$ cat config.mk
export PLATFORM = sky130hd
export DESIGN_NAME = alu_mdu_flat
export DESIGN_NICKNAME = d
export VERILOG_FILES = /design/src/rtl/alu_mdu_pkg.sv /design/src/rtl/alu_mdu_if.sv /design/src/rtl/mdu_div.sv /design/src/rtl/alu_mdu.sv /design/src/flat_wrapper.sv
export SDC_FILE = /design/constraint.sdc
export NUM_CORES = 2
export LEC_CHECK = 0
export CAP_MARGIN = 25
export CORE_MARGIN = 4
export CORE_UTILIZATION = 40
export CTS_BUF_LIST = sky130_fd_sc_hd__clkbuf_4
export DETAILED_ROUTE_END_ITERATION = 16
export PLACE_DENSITY = 0.67
export SYNTH_ARGS = -nofsm -noshare
export SYNTH_HDL_FRONTEND = slang
export SYNTH_HIERARCHICAL = 1
export SYNTH_SLANG_ARGS = --single-unit
$ cat constraint.sdc
create_clock -name clk_i -period 30.4 [get_ports clk_i]
set_input_delay 6.08 -clock clk_i [delete_from_list [all_inputs] [get_ports clk_i]]
set_output_delay 6.08 -clock clk_i [all_outputs]
set_load 0.005 [all_outputs]
$ cat src/rtl/alu_mdu_pkg.sv
// Shared opcodes, FSM state type and op-classification helpers for the
// registered ALU/MDU execute unit.
package alu_mdu_pkg;

  localparam int REG_WIDTH = 32;

  localparam logic [5:0] OP_ALU_ADD    = 6'h00;
  localparam logic [5:0] OP_ALU_SUB    = 6'h01;
  localparam logic [5:0] OP_ALU_AND    = 6'h02;
  localparam logic [5:0] OP_ALU_OR     = 6'h03;
  localparam logic [5:0] OP_ALU_XOR    = 6'h04;
  localparam logic [5:0] OP_ALU_SLL    = 6'h05;
  localparam logic [5:0] OP_ALU_SRL    = 6'h06;
  localparam logic [5:0] OP_ALU_SRA    = 6'h07;
  localparam logic [5:0] OP_ALU_SLT    = 6'h08;
  localparam logic [5:0] OP_ALU_SLTU   = 6'h09;

  localparam logic [5:0] OP_MDU_MUL    = 6'h20;
  localparam logic [5:0] OP_MDU_MULH   = 6'h21;
  localparam logic [5:0] OP_MDU_MULHSU = 6'h22;
  localparam logic [5:0] OP_MDU_MULHU  = 6'h23;
  localparam logic [5:0] OP_MDU_DIV    = 6'h24;
  localparam logic [5:0] OP_MDU_DIVU   = 6'h25;
  localparam logic [5:0] OP_MDU_REM    = 6'h26;
  localparam logic [5:0] OP_MDU_REMU   = 6'h27;

  typedef enum logic [1:0] {
    IDLE = 2'd0,
    BUSY = 2'd1,
    DONE = 2'd2
  } alu_mdu_state_e;

  function automatic logic is_mul(input logic [5:0] op);
    return op inside {OP_MDU_MUL, OP_MDU_MULH, OP_MDU_MULHSU, OP_MDU_MULHU};
  endfunction

  function automatic logic is_div(input logic [5:0] op);
    return op inside {OP_MDU_DIV, OP_MDU_DIVU, OP_MDU_REM, OP_MDU_REMU};
  endfunction

  function automatic logic is_mdu_multicycle(input logic [5:0] op, input logic fast_mul);
    return is_div(op) | (is_mul(op) & ~fast_mul);
  endfunction

endpackage

$ cat src/rtl/alu_mdu_if.sv
// Request/result handshake bundle between the pipeline and the ALU/MDU.
interface alu_mdu_if #(
  parameter int WIDTH = 32
);
  logic             valid_i;
  logic             ready_o;
  logic [5:0]       op_i;
  logic [WIDTH-1:0] a_i;
  logic [WIDTH-1:0] b_i;
  logic             valid_o;
  logic             ready_i;
  logic [WIDTH-1:0] res_o;

  modport master (
    output valid_i, op_i, a_i, b_i, ready_i,
    input  ready_o, valid_o, res_o
  );

  modport slave (
    input  valid_i, op_i, a_i, b_i, ready_i,
    output ready_o, valid_o, res_o
  );
endinterface

$ cat src/rtl/mdu_div.sv
// Iterative restoring unsigned divider: loads on start_i, one quotient bit per
// cycle, pulses done_o after WIDTH iterations.
module mdu_div #(
  parameter int WIDTH = 32
) (
  input  logic             clk_i,
  input  logic             rst_ni,
  input  logic             flush_i,
  input  logic             start_i,
  input  logic [WIDTH-1:0] dividend_i,
  input  logic [WIDTH-1:0] divisor_i,
  output logic [WIDTH-1:0] quotient_o,
  output logic [WIDTH-1:0] remainder_o,
  output logic             done_o
);

  localparam int CW = $clog2(WIDTH);
  localparam logic [CW-1:0] LAST_ITER = CW'(WIDTH - 1);

  logic [WIDTH-1:0] r_quo;
  logic [WIDTH-1:0] r_rem;
  logic [WIDTH-1:0] r_dvs;
  logic [CW-1:0]    r_cnt;
  logic             r_busy;
  logic             r_done;

  logic [WIDTH:0]   w_shift;
  logic [WIDTH:0]   w_diff;
  logic             w_fits;

  // Partial remainder stays below the divisor, so WIDTH+1 bits hold the trial
  // subtraction and its borrow; a zero divisor naturally yields all-ones / a.
  assign w_shift = {r_rem, r_quo[WIDTH-1]};
  assign w_diff  = w_shift - {1'b0, r_dvs};
  assign w_fits  = ~w_diff[WIDTH];

  always_ff @(posedge clk_i) begin
    if (!rst_ni) begin
      r_quo  <= '0;
      r_rem  <= '0;
      r_dvs  <= '0;
      r_cnt  <= '0;
      r_busy <= 1'b0;
      r_done <= 1'b0;
    end else if (flush_i) begin
      r_busy <= 1'b0;
      r_done <= 1'b0;
    end else begin
      r_done <= 1'b0;
      if (start_i) begin
        r_quo  <= dividend_i;
        r_rem  <= '0;
        r_dvs  <= divisor_i;
        r_cnt  <= '0;
        r_busy <= 1'b1;
      end else if (r_busy) begin
        r_rem <= w_fits ? w_diff[WIDTH-1:0] : w_shift[WIDTH-1:0];
        r_quo <= {r_quo[WIDTH-2:0], w_fits};
        r_cnt <= r_cnt + 1'b1;
        if (r_cnt == LAST_ITER) begin
          r_busy <= 1'b0;
          r_done <= 1'b1;
        end
      end
    end
  end

  assign quotient_o  = r_quo;
  assign remainder_o = r_rem;
  assign done_o      = r_done;

endmodule

$ cat src/rtl/alu_mdu.sv
// Registered, handshaked execute unit: RV32I ALU ops plus RV32M multiply /
// divide / remainder, with an optional iterative multiplier.
module alu_mdu
  import alu_mdu_pkg::*;
#(
  parameter int WIDTH    = REG_WIDTH,
  parameter int FAST_MUL = 1
) (
  input  logic      clk_i,
  input  logic      rst_ni,
  input  logic      flush_i,
  alu_mdu_if.slave  bus
);

  localparam int SHW = $clog2(WIDTH);
  localparam logic [SHW-1:0] LAST_ITER = SHW'(WIDTH - 1);

  alu_mdu_state_e     r_state;
  logic [5:0]         r_op;
  logic [WIDTH-1:0]   r_a;
  logic [WIDTH-1:0]   r_b;
  logic [WIDTH-1:0]   r_res;
  logic               r_valid;
  logic [2*WIDTH-1:0] r_mul_acc;
  logic [2*WIDTH-1:0] r_mul_mcand;
  logic [WIDTH-1:0]   r_mul_mplier;
  logic               r_mul_neg;
  logic [SHW-1:0]     r_mul_cnt;

  logic               w_ready;
  logic               w_accept;
  logic               w_a_neg;
  logic               w_b_neg;
  logic [WIDTH-1:0]   w_a_mag;
  logic [WIDTH-1:0]   w_b_mag;
  logic [2*WIDTH-1:0] w_fast_prod;
  logic [WIDTH-1:0]   w_alu_res;
  logic [2*WIDTH-1:0] w_mul_acc_next;
  logic [2*WIDTH-1:0] w_mul_prod;
  logic [WIDTH-1:0]   w_mul_res;
  logic               w_div_start;
  logic [WIDTH-1:0]   w_div_quo;
  logic [WIDTH-1:0]   w_div_rem;
  logic               w_div_done;
  logic               w_div_signed;
  logic               w_b_zero;
  logic [WIDTH-1:0]   w_div_q_fix;
  logic [WIDTH-1:0]   w_div_r_fix;
  logic [WIDTH-1:0]   w_div_res;

  assign w_ready  = rst_ni & ~flush_i &
                    ((r_state == IDLE) | ((r_state == DONE) & bus.ready_i));
  assign w_accept = bus.valid_i & w_ready;

  // Operand sign handling for the incoming op: magnitudes feed the iterative
  // units, sign-extension feeds the single-cycle product.
  assign w_a_neg = (bus.op_i inside {OP_MDU_MULH, OP_MDU_MULHSU, OP_MDU_DIV, OP_MDU_REM})
                   & bus.a_i[WIDTH-1];
  assign w_b_neg = (bus.op_i inside {OP_MDU_MULH, OP_MDU_DIV, OP_MDU_REM})
                   & bus.b_i[WIDTH-1];
  assign w_a_mag = w_a_neg ? -bus.a_i : bus.a_i;
  assign w_b_mag = w_b_neg ? -bus.b_i : bus.b_i;

  assign w_fast_prod = {{WIDTH{w_a_neg}}, bus.a_i} * {{WIDTH{w_b_neg}}, bus.b_i};

  always_comb begin
    w_alu_res = '0;
    case (bus.op_i)
      OP_ALU_ADD:    w_alu_res = bus.a_i + bus.b_i;
      OP_ALU_SUB:    w_alu_res = bus.a_i - bus.b_i;
      OP_ALU_AND:    w_alu_res = bus.a_i & bus.b_i;
      OP_ALU_OR:     w_alu_res = bus.a_i | bus.b_i;
      OP_ALU_XOR:    w_alu_res = bus.a_i ^ bus.b_i;
      OP_ALU_SLL:    w_alu_res = bus.a_i << bus.b_i[SHW-1:0];
      OP_ALU_SRL:    w_alu_res = bus.a_i >> bus.b_i[SHW-1:0];
      OP_ALU_SRA:    w_alu_res = $signed(bus.a_i) >>> bus.b_i[SHW-1:0];
      OP_ALU_SLT:    w_alu_res = {{(WIDTH-1){1'b0}}, ($signed(bus.a_i) < $signed(bus.b_i))};
      OP_ALU_SLTU:   w_alu_res = {{(WIDTH-1){1'b0}}, (bus.a_i < bus.b_i)};
      OP_MDU_MUL:    w_alu_res = w_fast_prod[WIDTH-1:0];
      OP_MDU_MULH,
      OP_MDU_MULHSU,
      OP_MDU_MULHU:  w_alu_res = w_fast_prod[2*WIDTH-1:WIDTH];
      default:       w_alu_res = '0;
    endcase
  end

  // Shift-add multiplier works on magnitudes; the sign is restored on the
  // final iteration so the result lands in the same cycle.
  assign w_mul_acc_next = r_mul_acc + (r_mul_mplier[0] ? r_mul_mcand : '0);
  assign w_mul_prod     = r_mul_neg ? -w_mul_acc_next : w_mul_acc_next;
  assign w_mul_res      = (r_op == OP_MDU_MUL) ? w_mul_prod[WIDTH-1:0]
                                               : w_mul_prod[2*WIDTH-1:WIDTH];

  assign w_div_start = w_accept & is_div(bus.op_i);

  mdu_div #(
    .WIDTH (WIDTH)
  ) u_div (
    .clk_i       (clk_i),
    .rst_ni      (rst_ni),
    .flush_i     (flush_i),
    .start_i     (w_div_start),
    .dividend_i  (w_a_mag),
    .divisor_i   (w_b_mag),
    .quotient_o  (w_div_quo),
    .remainder_o (w_div_rem),
    .done_o      (w_div_done)
  );

  // Sign fix-up; a zero divisor bypasses it so signed ops also give all-ones / a.
  // The most-negative / -1 case falls out of the magnitude arithmetic.
  assign w_div_signed = r_op inside {OP_MDU_DIV, OP_MDU_REM};
  assign w_b_zero     = (r_b == '0);
  assign w_div_q_fix  = (w_div_signed & (r_a[WIDTH-1] ^ r_b[WIDTH-1]) & ~w_b_zero)
                        ? -w_div_quo : w_div_quo;
  assign w_div_r_fix  = w_b_zero ? r_a
                        : ((w_div_signed & r_a[WIDTH-1]) ? -w_div_rem : w_div_rem);
  assign w_div_res    = (r_op inside {OP_MDU_DIV, OP_MDU_DIVU}) ? w_div_q_fix : w_div_r_fix;

  always_ff @(posedge clk_i) begin
    if (!rst_ni) begin
      r_state      <= IDLE;
      r_valid      <= 1'b0;
      r_res        <= '0;
      r_op         <= '0;
      r_a          <= '0;
      r_b          <= '0;
      r_mul_acc    <= '0;
      r_mul_mcand  <= '0;
      r_mul_mplier <= '0;
      r_mul_neg    <= 1'b0;
      r_mul_cnt    <= '0;
    end else if (flush_i) begin
      r_state <= IDLE;
      r_valid <= 1'b0;
    end else begin
      case (r_state)
        IDLE, DONE: begin
          if ((r_state == DONE) && bus.ready_i) begin
            r_state <= IDLE;
            r_valid <= 1'b0;
          end
          if (w_accept) begin
            r_op         <= bus.op_i;
            r_a          <= bus.a_i;
            r_b          <= bus.b_i;
            r_mul_acc    <= '0;
            r_mul_mcand  <= {{WIDTH{1'b0}}, w_a_mag};
            r_mul_mplier <= w_b_mag;
            r_mul_neg    <= w_a_neg ^ w_b_neg;
            r_mul_cnt    <= '0;
            if (is_mdu_multicycle(bus.op_i, FAST_MUL != 0)) begin
              r_state <= BUSY;
              r_valid <= 1'b0;
            end else begin
              r_state <= DONE;
              r_valid <= 1'b1;
              r_res   <= w_alu_res;
            end
          end
        end
        BUSY: begin
          if (is_div(r_op)) begin
            if (w_div_done) begin
              r_res   <= w_div_res;
              r_valid <= 1'b1;
              r_state <= DONE;
            end
          end else begin
            r_mul_acc    <= w_mul_acc_next;
            r_mul_mcand  <= r_mul_mcand << 1;
            r_mul_mplier <= r_mul_mplier >> 1;
            r_mul_cnt    <= r_mul_cnt + 1'b1;
            if (r_mul_cnt == LAST_ITER) begin
              r_res   <= w_mul_res;
              r_valid <= 1'b1;
              r_state <= DONE;
            end
          end
        end
        default: r_state <= IDLE;
      endcase
    end
  end

  assign bus.ready_o = w_ready;
  assign bus.valid_o = r_valid;
  assign bus.res_o   = r_res;

endmodule

$ cat src/flat_wrapper.sv
// flat-port wrapper written by rule: the top's interface ports become plain ports
module alu_mdu_flat import alu_mdu_pkg::*;
#(
  parameter int WIDTH    = REG_WIDTH,
  parameter int FAST_MUL = 1
)
  (clk_i, rst_ni, flush_i, bus_valid_i, bus_op_i, bus_a_i, bus_b_i, bus_ready_i, bus_ready_o, bus_valid_o, bus_res_o);
  alu_mdu_if #(.WIDTH(WIDTH)) bus_i ();
  input  logic clk_i;
  input  logic rst_ni;
  input  logic flush_i;
  input wire logic [$bits(bus_i.valid_i)-1:0] bus_valid_i;
  input wire logic [$bits(bus_i.op_i)-1:0] bus_op_i;
  input wire logic [$bits(bus_i.a_i)-1:0] bus_a_i;
  input wire logic [$bits(bus_i.b_i)-1:0] bus_b_i;
  input wire logic [$bits(bus_i.ready_i)-1:0] bus_ready_i;
  output wire logic [$bits(bus_i.ready_o)-1:0] bus_ready_o;
  output wire logic [$bits(bus_i.valid_o)-1:0] bus_valid_o;
  output wire logic [$bits(bus_i.res_o)-1:0] bus_res_o;
  assign bus_i.valid_i = bus_valid_i;
  assign bus_i.op_i = bus_op_i;
  assign bus_i.a_i = bus_a_i;
  assign bus_i.b_i = bus_b_i;
  assign bus_i.ready_i = bus_ready_i;
  assign bus_ready_o = bus_i.ready_o;
  assign bus_valid_o = bus_i.valid_o;
  assign bus_res_o = bus_i.res_o;
  alu_mdu #(.WIDTH(WIDTH), .FAST_MUL(FAST_MUL)) u_core (.clk_i(clk_i), .rst_ni(rst_ni), .flush_i(flush_i), .bus(bus_i));
endmodule
# == Yosys cells after proc, flatten, opt, wreduce, memory -nomap -nowiden ==
# Index checks and enable logic that the tools add are counted.
# totals
reg_bits,374
output_inout_bits,34
wordCells,163
# classes
add_sub_neg,11
multipliers,1
n_lt_le_gt_ge,2
eq_ne,32
shift,3
n_mux,53
bitwise_logic,21
n_reduce_logical,23
# ops
operator,n
$mux 32,19
$mux 64,6
$pmux 32 s12,1
$pmux 64 s2,2
$neg 32->32,4
$pmux 32 s2,2
$eq 6x6->1 const B,13
$add 64x64->64,1
$lt 32x32->1,2
$mul 33x33->64,1
$neg 64->64,1
$sub 33x32->33,1
$add 32x32->32,1
$and 32x32->32,1
$logic_not 32->1,1
$or 32x32->32,1
$shl 32x5->32,1
$shr 32x5->32,1
$sshr 32x5->32,1
$sub 32x32->32,1
$xor 32x32->32,1
$eq 6x3->1 const B,4
$mux 5,4
$eq 6x2->1 const B,2
other kinds (32),74

# == Logic depth before layout (Yosys ltp) ==
# logic_depth
word_depth,9
mapped_depth,38

# == Hierarchy ==
# The synthesis kept the hierarchy.
# modules_own_cells
mod,n_inst,cells_per_inst,area_per_inst_um2,seq_area_each_um2
alu_mdu,1,8318,65724.3,5425.2
mdu_div,1,768,6208.5,2062.0

# == Least setup slack after synthesis ==
# OpenSTA, ideal clock, no wires.
# synth_timing
path_kind,input-to-reg
from,input bus_b_i[2]
to,"register u_core.r_res[25], in the netlist u_core/bus.res_o[25]"
setup_ns,0.126
t_arrival_ns,15.062
required_time_ns,30.274
slack_ns,15.212
cell_stages,37
path_buffers,7
cell_sequence,clkbuf_1 > inv_1 > clkbuf_1 > clkbuf_1 > clkbuf_1 > clkbuf_1 > buf_1 > nor2_1 > fa_1 > inv_1 > fa_1 > inv_1 > fa_1 > fa_1 > inv_1 > fa_1 > inv_1 > fa_1 > inv_1 > fa_1 > inv_1 > fa_1 > ha_1 > clkbuf_1 > nand3_1 > o211a_1 > o21ai_0 > a211o_1 > o2111ai_1 > o31ai_1 > o31a_1 > nor3_1 > a22o_1 > a22oi_1 > a21oi_1 > a21oi_1 > o22ai_1
# synth_via
elab_chain_cells,5
elab_cells_between_ends,10
cone_classes,add/sub (2); mul (1); shift (3); mux (4)
# synth_rtl
item,line,source
start: declaration,flat_wrapper.sv:15,input wire logic [$bits(bus_i.b_i)-1:0] bus_b_i;
"$mul 33x33->64, or another cell as far along",alu_mdu.sv:64,"assign w_fast_prod = {{WIDTH{w_a_neg}}, bus.a_i} * {{WIDTH{w_b_neg}}, bus.b_i};"
$pmux 32 s12 *,alu_mdu.sv:68,case (bus.op_i)
$mux 32 *,alu_mdu.sv:152,"if (is_mdu_multicycle(bus.op_i, FAST_MUL != 0)) begin"
$mux 32 *,alu_mdu.sv:143,if (w_accept) begin
$pmux 32 s2 *,alu_mdu.sv:137,case (r_state)
end signal: assignment,alu_mdu.sv:158,r_res <= w_alu_res;
end signal: assignment,alu_mdu.sv:165,r_res <= w_div_res;
end signal: assignment,alu_mdu.sv:175,r_res <= w_mul_res;
end: declaration,alu_mdu.sv:22,logic [WIDTH-1:0] r_res;
# Every way passes the cells marked *; elsewhere a longest branch is shown, timed or not. The select of a mux whose other input is x is not followed.
# A chain may end at the register's enable or synchronous reset.

# == Worst setup path after layout ==
# layout_timing
from,input bus_op_i[1]
to,"register u_core.r_res[29], in the netlist u_core/bus.res_o[29]"
# layout_via
elab_chain_cells,8
elab_cells_between_ends,31
cone_classes,mul (1); eq/ne (18); mux (4); bitwise (2); reduce/logical (6)
# layout_rtl
item,line,source
start: declaration,flat_wrapper.sv:13,input wire logic [$bits(bus_i.op_i)-1:0] bus_op_i;
"$eq 6x6->1, on equally long branches",-,
$reduce_bool 4->1 / $reduce_bool 3->1 (equally long branches),"alu_mdu.sv:57, alu_mdu.sv:59",
"$and 1x1->1, on equally long branches","alu_mdu.sv:58, alu_mdu.sv:60",
$mul 33x33->64,alu_mdu.sv:64,
$pmux 32 s12,alu_mdu.sv:68,
$mux 32,alu_mdu.sv:152,
$mux 32,alu_mdu.sv:143,
$pmux 32 s2,alu_mdu.sv:137,
# Several ways; a longest one is shown, not always the timed one. The select of a mux whose other input is x is not followed.

==> results by group <==
Yosys
  • Seq/Total Area, Yosys: about a tenth
  • Synth Flop Type: dfxtp_1
  • Number of flops mapped to enable cells by yosys: 0
  • Netlist cell types: 113
  • Cell taking the most area after synthesis: fa_1
  • Async SR Flop Fraction: 0%
  • Yosys warnings: 6
  • Post-Syn Nets: around 11000
  • Yosys reg bits: around 370
  • Cell Area, Synth: between 70000 and 80000 sq um
  • Mean Syn Cell Area: 7.92 sq um
  • Gate Count Post-Synth: roughly 9100
  • Top cell type's share of synthesized area: 31.4%
  • Synth area leaders: fa_1 (31%), dfxtp_1 (10%), ha_1 (7.2%)

Drt
  • 1st-iter DRT viols: just under 8000
  • Vias per cell: around 6
  • DRC Markers: 0
  • Detail-routed net length per standard cell: between 20 and 30 um
  • First-pass iteration count of the detailed router: 13
  • Routed Antenna Nets: 0
  • Via Count: slightly below 70000
  • Wirelength, routed: approximately 330000 um

STA
  • Worst slew pin tran: 1.17 ns
  • Count of final hold-check violations: 0
  • Final Max Slew Viols: 0
  • Period utilization: 53.7%
  • RSZ-0062 raised after global routing: no
  • Achievable Freq: slightly above 0.06 GHz
  • Final Setup Violations: 0
  • Clock Skew: 0.0848 ns
  • Fin crit period: between 15 and 20 ns
  • Max transition margin: roughly 22%
  • TNS Setup: 0 ns

Worst setup path
  • CP required: between 30 and 40 ns
  • RR Startpoint: u_core/r_mul_mplier[0]$_SDFFE_PN0P_
  • Endpoint type of the worst setup path: flip-flop
  • CP max-delay cell: fa_1
  • Critical path arrival: between 15 and 20 ns
  • Worst setup path end: u_core/bus.res_o[29]$_SDFFE_PN0P_
  • Delay-heaviest family, CP: adder cells
  • Setup slack, reg-to-reg: around 24 ns
  • Crit. Startpoint: bus_op_i[1]
  • Crit Path Category: input port to flip-flop
  • Worst R2R End: u_core/bus.res_o[7]$_SDFFE_PN0P_
  • Most used cell, CP: fa_1
  • CP max stage delay: about 0.9 ns
  • Worst-path fanout max: 15
  • Reg2Reg Depth: 17
  • Crit path depth: 35
  • CP Buf/Inv Count: 8
  • Critical path launch point type: input port

Clock tree
  • Clock Latency Late Sink: 0.97 ns
  • Post-CTS Resized: 0
  • Hold_buf cts: 0
  • Clock Path Buffers: 3
  • Root buffer cell: clkbuf_4
  • Inserted Clock Buffers: 100
  • Clock Sinks: 374
  • Post-CTS Setup Inserts: 0
  • TritonCTS clock tree: built
  • Worst-path clk slew: approximately 0.06 ns
  • H-tree depth: 3

Placement
  • Placed cells: roughly 11000
  • Post-DP HPWL: 258000 um
  • Final GP Congestion: between 1 and 1.5
  • IO buf count: around 110
  • Cell area after placement: 75000 sq um

Global route
  • Vias in the first global route: ~69000
  • First-pass GRT wire length: roughly 480000 um
  • GRT Residual Overflow: 0
  • Largest net degree at the start of global routing: 98
  • Antenna violations before repair: 13
  • GRT Overall Usage: a little over a third

Cells and area
  • Share of layout cells above drive strength 1: approximately 6%
  • Layout Nets: approximately 11000
  • Fin area: 76400 sq um
  • Area growth, synth to finish: 6.16%
  • Layout Cells excl Fill: about 11000

Min path
  • Hold path cells: 2
  • Hold Path Class: flip-flop to flip-flop

Floorplanning
  • Rows: 155
  • Initial core utilization: around 40%
  • Die Width: 432 um
  • Die height: approximately 430 um
  • I/O pin count: 109
  • Die area: roughly 190000 sq um
  • Core box area: 179000 sq um

Run
  • Max_cap viols: 0

Status
  • Status: finished, final reports clean
==> layout by cell type (no fill, tap or decap), drive strengths merged, types with 51 or more instances in the layout <==
cell / instances
a211oi: 51
a21o: 82
a21oi: 489
a222oi: 63
a22oi: 111
a31oi: 57
and2: 99
buf: 255
clkbuf: 127
clkdlybuf4s50: 58
clkinv: 54
dfxtp: 374
fa: 1129
ha: 413
inv: 1335
mux2i: 116
nand2: 1364
nand2b: 54
nand3: 92
nand4: 52
nor2: 872
nor3: 133
nor4: 51
o211ai: 106
o21ai: 376
o31ai: 56
xnor2: 206
xor2: 92
==> per-stage QoR <==
step           hold WS, ns  setup WS (ns)  utilization [%]
2_1_floorplan        0.432          15.21                -
3_3_place_gp         0.440          11.68             42.0
3_5_place_dp         0.449          13.29             42.0
4_1_cts              0.458          14.32             42.7
5_1_grt              0.471          13.67             42.7
6_report             0.459          14.07             42.8
==> metal layers <==
layer  wire length (um)  GRT usage (%)  up-vias
li1                   -              -    29300
met1             129000           44.1    34600
met2             146000           54.8     3610
met3              28800           6.61      874
met4              26500           22.4        4
met5                 32          0.130        -
==> worst min path at each step <==
| stage | start | endpoint |
|---|---|---|
| floorplan | u_core/r_op[5]$_SDFFE_PN0P_ | u_core/r_op[5]$_SDFFE_PN0P_ |
| global placement | u_core/r_op[5]$_SDFFE_PN0P_ | u_core/r_op[5]$_SDFFE_PN0P_ |
| detailed placement | u_core/r_a[7]$_SDFFE_PN0P_ | u_core/r_a[7]$_SDFFE_PN0P_ |
| CTS | u_core/r_a[7]$_SDFFE_PN0P_ | u_core/r_a[7]$_SDFFE_PN0P_ |
| global route | u_core/r_op[3]$_SDFFE_PN0P_ | u_core/r_op[3]$_SDFFE_PN0P_ |
| finish | u_core/r_a[28]$_SDFFE_PN0P_ | u_core/r_a[28]$_SDFFE_PN0P_ |
==> registers in the layout, indices dropped and copies added, names as in the netlist <==
name	count
u_core/r_mul_mplier	32
u_core/u_div/remainder_o	32
u_core/r_mul_neg	1
u_core/r_state	2
u_core/u_div/r_busy	1
u_core/bus.res_o	32
u_core/r_op	6
u_core/u_div/done_o	1
u_core/bus.valid_o	1
u_core/r_mul_cnt	5
u_core/r_a	32
u_core/r_b	32
u_core/r_mul_mcand	64
u_core/u_div/quotient_o	32
u_core/u_div/r_dvs	32
u_core/r_mul_acc	64
u_core/u_div/r_cnt	5
==> worst min-delay path, cell delays in order, from the launching register on <==
cell and delay [ns]:
dfxtp_1 0.31, nand2_1 0.05, a21oi_1 0.05
==> cell families after synthesis <==
| family | count (synthesis) | synth area share (%) |
|---|---|---|
| AO/OA/AOI/OAI | 1856 | 17.4 |
| XOR/XNOR | 298 | 3.64 |
| adder cells (fa/ha/maj) | 1542 | 38.6 |
| buffers and inverters | 1954 | 10.3 |
| flip-flops | 374 | 10.4 |
| multiplexers | 142 | 2.18 |
| AND/OR/NAND/NOR | 2920 | 17.5 |
==> area by class of cell <==
class / count / area [sq um]
Antenna cell: 7 / 17.5
Clock buffer: 125 / 938
Clock inverter: 53 / 314
Fill cell: 18100 / 102000
Inverter: 1342 / 5040
Multi-Input combinational cell: 6758 / 57200
Sequential cell: 374 / 7490
Tap cell: 2355 / 2950
Timing Repair Buffer: 316 / 2440
==> Yosys cell counts (57+ instances only) <==
cell and count:
o21ai_0 365, a22oi_1 109, xor2_1 92, a31oi_1 57, dfxtp_1 374, a21o_1 81
clkbuf_1 472, a222oi_1 63, mux2i_1 116, ha_1 413, fa_1 1129, nor2_1 871
nand3_1 92, and2_1 97, buf_1 106, o211ai_1 104, a21oi_1 482, inv_1 1328
xnor2_1 205, nand2_1 1364, nor3_1 131
Power is left out: the tool's default activity adds up to more than one toggle a clock period on the data nets, which glitch-free logic cannot reach.
